`config.mk`:
```
export PLATFORM = sky130hd
export DESIGN_NAME = clint_bus_ctrl
export DESIGN_NICKNAME = d
export VERILOG_FILES = /design/src/rtl/clint_bus_ctrl.sv
export SDC_FILE = /design/constraint.sdc
export NUM_CORES = 1
export LEC_CHECK = 0
export ABC_AREA = 1
export CORE_MARGIN = 1
export CORE_UTILIZATION = 39
export DETAILED_ROUTE_END_ITERATION = 6
export PLACE_DENSITY = 0.92
export SYNTH_ARGS = -nofsm -noshare
export SYNTH_HDL_FRONTEND = slang
export SYNTH_SLANG_ARGS = --single-unit
```
`constraint.sdc`:
```
create_clock -name clk -period 2.8 [get_ports clk]
set_clock_uncertainty 0.1 [all_clocks]
set_input_delay 0.84 -clock clk [delete_from_list [all_inputs] [get_ports clk]]
set_output_delay 0.84 -clock clk [all_outputs]
set_load 0.005 [all_outputs]
```
`src/rtl/clint_bus_ctrl.sv`:
```
// clint_bus_ctrl: shares the single CLINT MMIO port between the core LSU
// (port 0) and the debug/host port (port 1). Round-robin grant, one
// outstanding transaction, fixed IDLE -> ACCESS -> RESP sequence, and an
// error response for misaligned accesses and writes to the reserved word.
module clint_bus_ctrl #(
    parameter int DATA_W = 32,
    parameter int ADDR_W = 4
) (
    input  logic                clk,
    input  logic                arst,
    input  logic [1:0]          req_valid,
    output logic [1:0]          req_ready,
    input  logic [1:0]          req_we,
    input  logic [2*ADDR_W-1:0] req_addr,
    input  logic [2*DATA_W-1:0] req_wdata,
    output logic [1:0]          rsp_valid,
    input  logic [1:0]          rsp_ready,
    output logic [DATA_W-1:0]   rsp_data,
    output logic                rsp_err,
    output logic                clint_write_en,
    output logic [1:0]          clint_addr,
    output logic [DATA_W-1:0]   clint_wdata,
    input  logic [DATA_W-1:0]   clint_rdata
);

    typedef enum logic [1:0] {
        IDLE   = 2'd0,
        ACCESS = 2'd1,
        RESP   = 2'd2
    } state_t;

    state_t              r_state;
    logic                r_last_grant;
    logic                r_owner;
    logic                r_we;
    logic                r_err;
    logic                r_clint_we;
    logic [1:0]          r_clint_addr;
    logic [DATA_W-1:0]   r_clint_wdata;
    logic [DATA_W-1:0]   r_rsp_data;
    logic                r_rsp_err;

    logic                w_any_req;
    logic                w_accept;
    logic                w_sel_port;
    logic                w_sel_we;
    logic [ADDR_W-1:0]   w_sel_addr;
    logic [DATA_W-1:0]   w_sel_wdata;
    logic                w_sel_err;

    // Pick the port to grant: a lone requester wins, on contention the port
    // that was not served last wins. Also decodes the selected request.
    always_comb begin
        // NOTE: every signal assigned here gets a default first so no path
        // leaves it unassigned, which would otherwise infer a latch.
        w_any_req   = |req_valid;
        w_sel_port  = 1'b0;
        if (req_valid == 2'b11) begin
            w_sel_port = ~r_last_grant;
        end else begin
            w_sel_port = req_valid[1];
        end
        w_accept    = (r_state == IDLE) && w_any_req;
        w_sel_we    = w_sel_port ? req_we[1] : req_we[0];
        w_sel_addr  = w_sel_port ? req_addr[2*ADDR_W-1:ADDR_W] : req_addr[ADDR_W-1:0];
        w_sel_wdata = w_sel_port ? req_wdata[2*DATA_W-1:DATA_W] : req_wdata[DATA_W-1:0];
        // Misaligned accesses fail; word 3 is reserved and read-only.
        w_sel_err   = (w_sel_addr[1:0] != 2'b00) ||
                      (w_sel_we && (w_sel_addr[3:2] == 2'd3));
    end

    // Request accept is combinational so the handshake completes in the
    // same IDLE cycle the grant is made.
    always_comb begin
        req_ready = 2'b00;
        if (w_accept) begin
            req_ready[w_sel_port] = 1'b1;
        end
    end

    // Response valid follows the RESP state, only on the owning port.
    always_comb begin
        rsp_valid = 2'b00;
        if (r_state == RESP) begin
            rsp_valid[r_owner] = 1'b1;
        end
    end

    // Transaction sequencer: latch the granted request, run one CLINT
    // access cycle, then hold the response until the owner takes it.
    always_ff @(posedge clk) begin
        // NOTE: all state updates in clocked blocks use non-blocking
        // assignments so every register samples pre-edge values.
        if (arst) begin
            r_state       <= IDLE;
            r_last_grant  <= 1'b1;
            r_owner       <= 1'b0;
            r_we          <= 1'b0;
            r_err         <= 1'b0;
            r_clint_we    <= 1'b0;
            r_clint_addr  <= 2'd0;
            r_clint_wdata <= '0;
            r_rsp_data    <= '0;
            r_rsp_err     <= 1'b0;
        end else begin
            case (r_state)
                IDLE: begin
                    if (w_accept) begin
                        r_owner       <= w_sel_port;
                        r_last_grant  <= w_sel_port;
                        r_we          <= w_sel_we;
                        r_err         <= w_sel_err;
                        r_clint_addr  <= w_sel_addr[3:2];
                        r_clint_wdata <= w_sel_wdata;
                        r_clint_we    <= w_sel_we && !w_sel_err;
                        r_state       <= ACCESS;
                    end
                end
                ACCESS: begin
                    r_clint_we <= 1'b0;
                    r_rsp_data <= (r_we || r_err) ? '0 : clint_rdata;
                    r_rsp_err  <= r_err;
                    r_state    <= RESP;
                end
                RESP: begin
                    if (rsp_ready[r_owner]) begin
                        r_state <= IDLE;
                    end
                end
                default: begin
                    r_state <= IDLE;
                end
            endcase
        end
    end

    // NOTE: the write strobe is masked by reset so a transaction abandoned
    // during its ACCESS cycle never commits its write at that edge.
    assign clint_write_en = r_clint_we && !arst;
    assign clint_addr     = r_clint_addr;
    assign clint_wdata    = r_clint_wdata;
    assign rsp_data       = r_rsp_data;
    assign rsp_err        = r_rsp_err;

endmodule

```
# Word-level counts from Yosys, hierarchy flattened
# Cells that the tools add are included.
[op_classes]
magnitude_cmp = 4
n_eq_ne = 6
mux = 18
bitwise = 1
reduce_logical = 17
[ops]
columns = ["operator", "n"]
rows = [
  ["32-bit two-way mux", 2],
  ["2-bit two-way mux", 4],
  ["1-bit two-way mux", 7],
  ["2-bit equality test (second input constant)", 3],
  ["1-bit logical AND", 6],
  ["2-bit one-hot mux with 3 select lines", 1],
  ["2-bit AND reduction", 3],
  ["1-bit by 2-bit < comparator with 1-bit output (second input constant)", 2],
  ["4-bit two-way mux", 1],
  ["2-bit nonzero test", 2],
  ["1-bit demux with 1-bit select", 2],
  ["2-bit by 1-bit equality test with 1-bit output (second input constant)", 1],
  ["1-bit >= comparator (second input constant)", 2],
  ["1-bit logical NOT", 2],
  ["2-bit logical NOT", 1],
  ["1-bit logical OR", 2],
  ["2-bit by 1-bit != test with 1-bit output (second input constant)", 1],
  ["2-bit != test (second input constant)", 1],
  ["1-bit one-hot mux with 2 select lines", 1],
  ["2-bit OR reduction", 1],
  ["1-bit inverter", 1],
]
[word_totals]
regBits = 74
in_bits = 112
out_inout_bits = 72
wordCells = 56

# Logic depth before layout (Yosys ltp)
[depth]
depth_word = 10
depth_mapped = 8
depth_no_buf = 8

# Worst setup path after synthesis
# No wires, ideal clock.
[synth_timing]
path_type = "input to output"
startpoint = "in req_valid[0]"
endpoint = "out req_ready[1]"
arrival_ps = 1483
t_required_ps = 1860
slack_ps = 377
stages = 4
n_path_buf = 1
path_cell_list = "nand2_1 nand2_1 nor2_4 buf_6"
[synth_via]
elab_chain_cells = 7
word_cells_on_any_way = 10
cone_classes = "order compare: 2; eq/ne: 1; mux: 4; reduce/logical: 3"
[synth_lines]
columns = ["item", "line", "rtl"]
rows = [
  ["start, declared", "11", "input logic [1:0] req_valid,"],
  ["2-bit equality test", "58", "if (req_valid == 2'b11) begin"],
  ["1-bit two-way mux", "58", ""],
  ["1-bit by 2-bit < comparator with 1-bit output (not written as such) / 1-bit >= comparator (equally long branches)", "77", "req_ready[w_sel_port] = 1'b1;"],
  ["1-bit logical AND (not written as such)", "77", ""],
  ["1-bit two-way mux (not written as such)", "77", ""],
  ["1-bit demux with 1-bit select", "77", ""],
  ["2-bit two-way mux (*)", "76", "if (w_accept) begin"],
  ["end, declared", "12", "output logic [1:0] req_ready,"],
]
# Mark *: on every way between the ends. The rest lies on a longest branch, timed or not.

# Worst setup path in the final report
[layout_timing]
startpoint = "in req_valid[1]"
endpoint = "out req_ready[0]"
# Same word-level chain as after synthesis.

==> Flow_metrics.wiki <==
{| class="wikitable"
! Metric !! Value
|-
| Outcome || finished, final reports clean
|-
| Number of design-rule violations left by the first detailed-router iteration || 93
|-
| Worst setup EP type || primary output
|-
| Worst slack after detailed placement || -0.4534 ns
|-
| Worst hold margin || 0.3711 ns
|-
| WP data arrival || 1.71 ns
|-
| Count of buffers inserted at the top-level ports || 183
|-
| Shortest clock period the worst path allows after layout || approximately 2.6 ns
|-
| Switching share of power || between 20% and 30%
|-
| Count of antenna diodes in the layout || 0
|-
| Boundary Pins || 184
|-
| HPWL after detailed placement || 6512 um
|-
| Clock root cell || sky130_fd_sc_hd__clkbuf_8
|-
| Pwr per Cell Area || 574.1 nW/um^2
|-
| Worst reg2reg path endpoint || rsp_data[14]
|-
| Die Y || a little under 90 um
|-
| Instance count of the mapped netlist || 354
|-
| Number of rows created at floorplan || 30
|-
| Number of max-cap violations || 0
|-
| Vias in the first global route || 3182
|-
| Length in cells of the worst reg-to-reg path || 6
|-
| Area added between synthesis and finish || 76.44%
|-
| Hold Fails Final Rpt || 0
|-
| Number of iterations in the first detailed-routing pass || 4
|-
| Power after layout || 0.002857 W
|-
| Maximum operating frequency || 0.3779 GHz
|-
| Die ar. || 7575 um^2
|-
| Number of register bits inferred by synthesis || 74
|-
| Avg Inst Size Synth || ~8.0 um^2
|-
| Setup Viol. Count Final || 0
|-
| Switching power || roughly 0.00073 W
|-
| Post-route insts no fill || 635
|-
| Initial Util || just over 40%
|-
| Number of H-tree levels || 3
|-
| Path type of the worst setup path || primary input to primary output
|-
| Combinational fraction of design power || 21.7%
|-
| Final wirelength || 9133 um
|-
| Pin count of the biggest net entering global routing || 74
|-
| Core Footprint || ~7000 um^2
|-
| Beginning of the worst register-to-register path || r_state[0]
|-
| Path category of the worst min-delay check || flip-flop to flip-flop
|-
| Via Count || 3216
|-
| Worst setup path endpoint || req_ready[0]
|-
| Slack of the worst reg-to-reg path || 0.90 ns
|-
| Post-cts hold buffer count || 0
|-
| Post-DR vias/cell || slightly above 5
|-
| Count of placed standard cells including taps || 618
|-
| Synthesized net count || roughly 470
|-
| Total routing usage reported by global routing || 24.81%
|-
| Clock insertion delay at the later pin of the skew report || 0.34 ns
|-
| Count of nets after finishing || 646
|-
| Portion of total power attributed to the clock network || 36.9%
|-
| Unrepaired setup endpoints after global routing || false
|-
| DRC errors left || 0
|-
| Critical-path maximum fanout || 6
|-
| Reg power frac || 41.5%
|-
| Startpoint class of the critical path || primary input
|-
| CTS tree || yes
|-
| Ys Warns || 0
|-
| Remaining global-route overflow || 0
|-
| First-pass GRT wire length || 14370 um
|-
| Synth unique cells || 19
|-
| Die X-Extent || around 87 um
|-
| Register clock-pin slew on the reported worst setup and hold paths || about 0.080 ns
|-
| Required time of the critical path || 1.86 ns
|-
| Count of fill cells added during filler insertion || between 500 and 600
|-
| Share of layout cells above drive strength 1 || 6.308%
|-
| Origin of the worst setup path || req_valid[1]
|-
| Sink count of the clock tree || 74
|-
| Final Worst Setup Slack || between 0.15 and 0.2 ns
|-
| Max-Slew Margin vs Limit || a little over a third
|-
| Sequential-to-total area share from yosys stat || 52.53%
|-
| IR Drop Worst-Case VDD || 343.7 uV
|-
| Number of buffers between clock root and the deepest sink || 2
|-
| Total negative slack || 0 ns
|-
| Total clock buffers created by CTS || 9
|-
| Worst-margin pin slew || 0.9717 ns
|-
| Leakage power total || 1.865 nW
|-
| Crit share post-route || a little over nine tenths
|-
| Final weighted congestion in routability-driven placement || 0.8716
|-
| Antenna Nets Post-Route || 0
|-
| Number of antenna violations at the first check in global routing || 0
|-
| Internal power || 0.002128 W
|-
| Average wire per cell in the routed design || 14.38 um
|-
| Final Max Slew Viols || 0
|-
| Area of the mapped netlist || 2820 um^2
|}
worst min path at each step:
stage / from / to / slack [ns] / cells after the start
floorplan: r_last_grant / r_last_grant / 0.33 / 2
global placement: rsp_err / rsp_err / 0.35 / 2
detailed placement: r_we / r_we / 0.37 / 2
CTS: rsp_err / rsp_err / 0.37 / 2
global route: rsp_err / rsp_err / 0.40 / 2
finish: rsp_err / rsp_err / 0.37 / 2
power groups by stage:
stage	clock (W)	combinational, W	sequential, W
after floorplan	0	0.000238	0.00121
after global placement	0	0.000600	0.00120
after detailed placement	0	0.000617	0.00121
after CTS	0.00108	0.000624	0.00119
after global routing	0.00113	0.000677	0.00119
final	0.00105	0.000619	0.00118
layout by cell type, fill, tap and decap left out, types with 2 or more instances in the layout:
master,synthesis,final
sky130_fd_sc_hd__nand3_1,7,7
sky130_fd_sc_hd__a22oi_1,32,32
sky130_fd_sc_hd__bufinv_16,0,3
sky130_fd_sc_hd__nand4_1,2,2
sky130_fd_sc_hd__nor2_1,43,43
sky130_fd_sc_hd__nand2_1,118,116
sky130_fd_sc_hd__dlygate4sd2_1,0,2
sky130_fd_sc_hd__a31oi_1,34,34
sky130_fd_sc_hd__buf_4,5,10
sky130_fd_sc_hd__a21oi_1,6,6
sky130_fd_sc_hd__clkdlybuf4s50_1,0,178
sky130_fd_sc_hd__inv_8,0,2
sky130_fd_sc_hd__nand2_2,0,2
sky130_fd_sc_hd__o21ai_0,2,2
sky130_fd_sc_hd__inv_1,8,8
sky130_fd_sc_hd__dfxtp_1,74,74
sky130_fd_sc_hd__clkbuf_8,0,10
worst max-delay path, cell delays in order:
cell and delay (ns):
sky130_fd_sc_hd__clkdlybuf4s15_2 0.25, sky130_fd_sc_hd__o21ai_4 0.26, sky130_fd_sc_hd__a21oi_2 0.06, sky130_fd_sc_hd__dlygate4sd2_1 0.29
area by class of cell:
class,count,area [um^2],share of cell area [%]
inverters,9,33.78,0.6789
flip-flops and latches,74,1481,29.77
repair buffers,193,1896,38.09
multi-input cells,247,1186,23.84
clock buffers,10,137.6,2.766
clock inverters,6,121.4,2.439
well taps,96,120.1,2.414
registers in the layout, indices dropped and copies added (netlist names):
| signal | count |
|---|---|
| rsp_data | 32 |
| r_owner | 1 |
| r_err | 1 |
| rsp_err | 1 |
| r_last_grant | 1 |
| clint_addr | 2 |
| r_clint_we | 1 |
| clint_wdata | 32 |
| r_state | 2 |
| r_we | 1 |
layer usage:
layer  global-route usage (%)  part of all wire (%)  vias up  wire length (um)
li1                         -                     -     1551                 -
met1                    24.32                    36     1489              3250
met2                    45.24                    52      156              4760
met3                    10.24                   9.7       20               888
met4                    11.52                   2.6        0               234
met5                        0                     0        -                 0
metrics by stage:
| step | util [%] | area [um^2] |
|---|---|---|
| after floorplan | - | 2820 |
| after global placement | 68.10 | 4703 |
| after detailed placement | 68.10 | 4703 |
| after CTS | 72.10 | 4980 |
| after global routing | 72.05 | 4976 |
| final | 72.05 | 4976 |
logic make-up after synthesis:
family                 share of synthesized area (%)
AND/OR/NAND/NOR                                23.51
AO/OA/AOI/OAI                                  18.10
flip-flops                                     52.53
buffers and inverters                          5.856
cell usage after synthesis:
library cell,instances,share of area [%]
sky130_fd_sc_hd__nand2_1,118,16
sky130_fd_sc_hd__dfxtp_1,74,53
sky130_fd_sc_hd__nor2_1,43,5.7
sky130_fd_sc_hd__a31oi_1,34,7.5
sky130_fd_sc_hd__a22oi_1,32,8.5
sky130_fd_sc_hd__clkbuf_1,10,1.3
sky130_fd_sc_hd__inv_1,8,1.1
sky130_fd_sc_hd__nand3_1,7,1.2
sky130_fd_sc_hd__a21oi_1,6,1.1
sky130_fd_sc_hd__buf_2,6,1.1
sky130_fd_sc_hd__buf_4,5,1.3
sky130_fd_sc_hd__buf_6,2,0.80
sky130_fd_sc_hd__nand4_1,2,0.44
sky130_fd_sc_hd__o21ai_0,2,0.35
sky130_fd_sc_hd__a21oi_2,1,0.31
sky130_fd_sc_hd__buf_1,1,0.13
sky130_fd_sc_hd__clkinv_1,1,0.13
sky130_fd_sc_hd__nor2_4,1,0.40
sky130_fd_sc_hd__o21ai_2,1,0.31
what timing repair did:
action	4_1_cts	5_1_grt
buffers inserted	1	0
hold endpoints to repair	0	0
pin swaps	1	0
setup endpoints to repair	2	1
resized for setup	9	2
No activity file was read; power rests on OpenSTA's default activity.
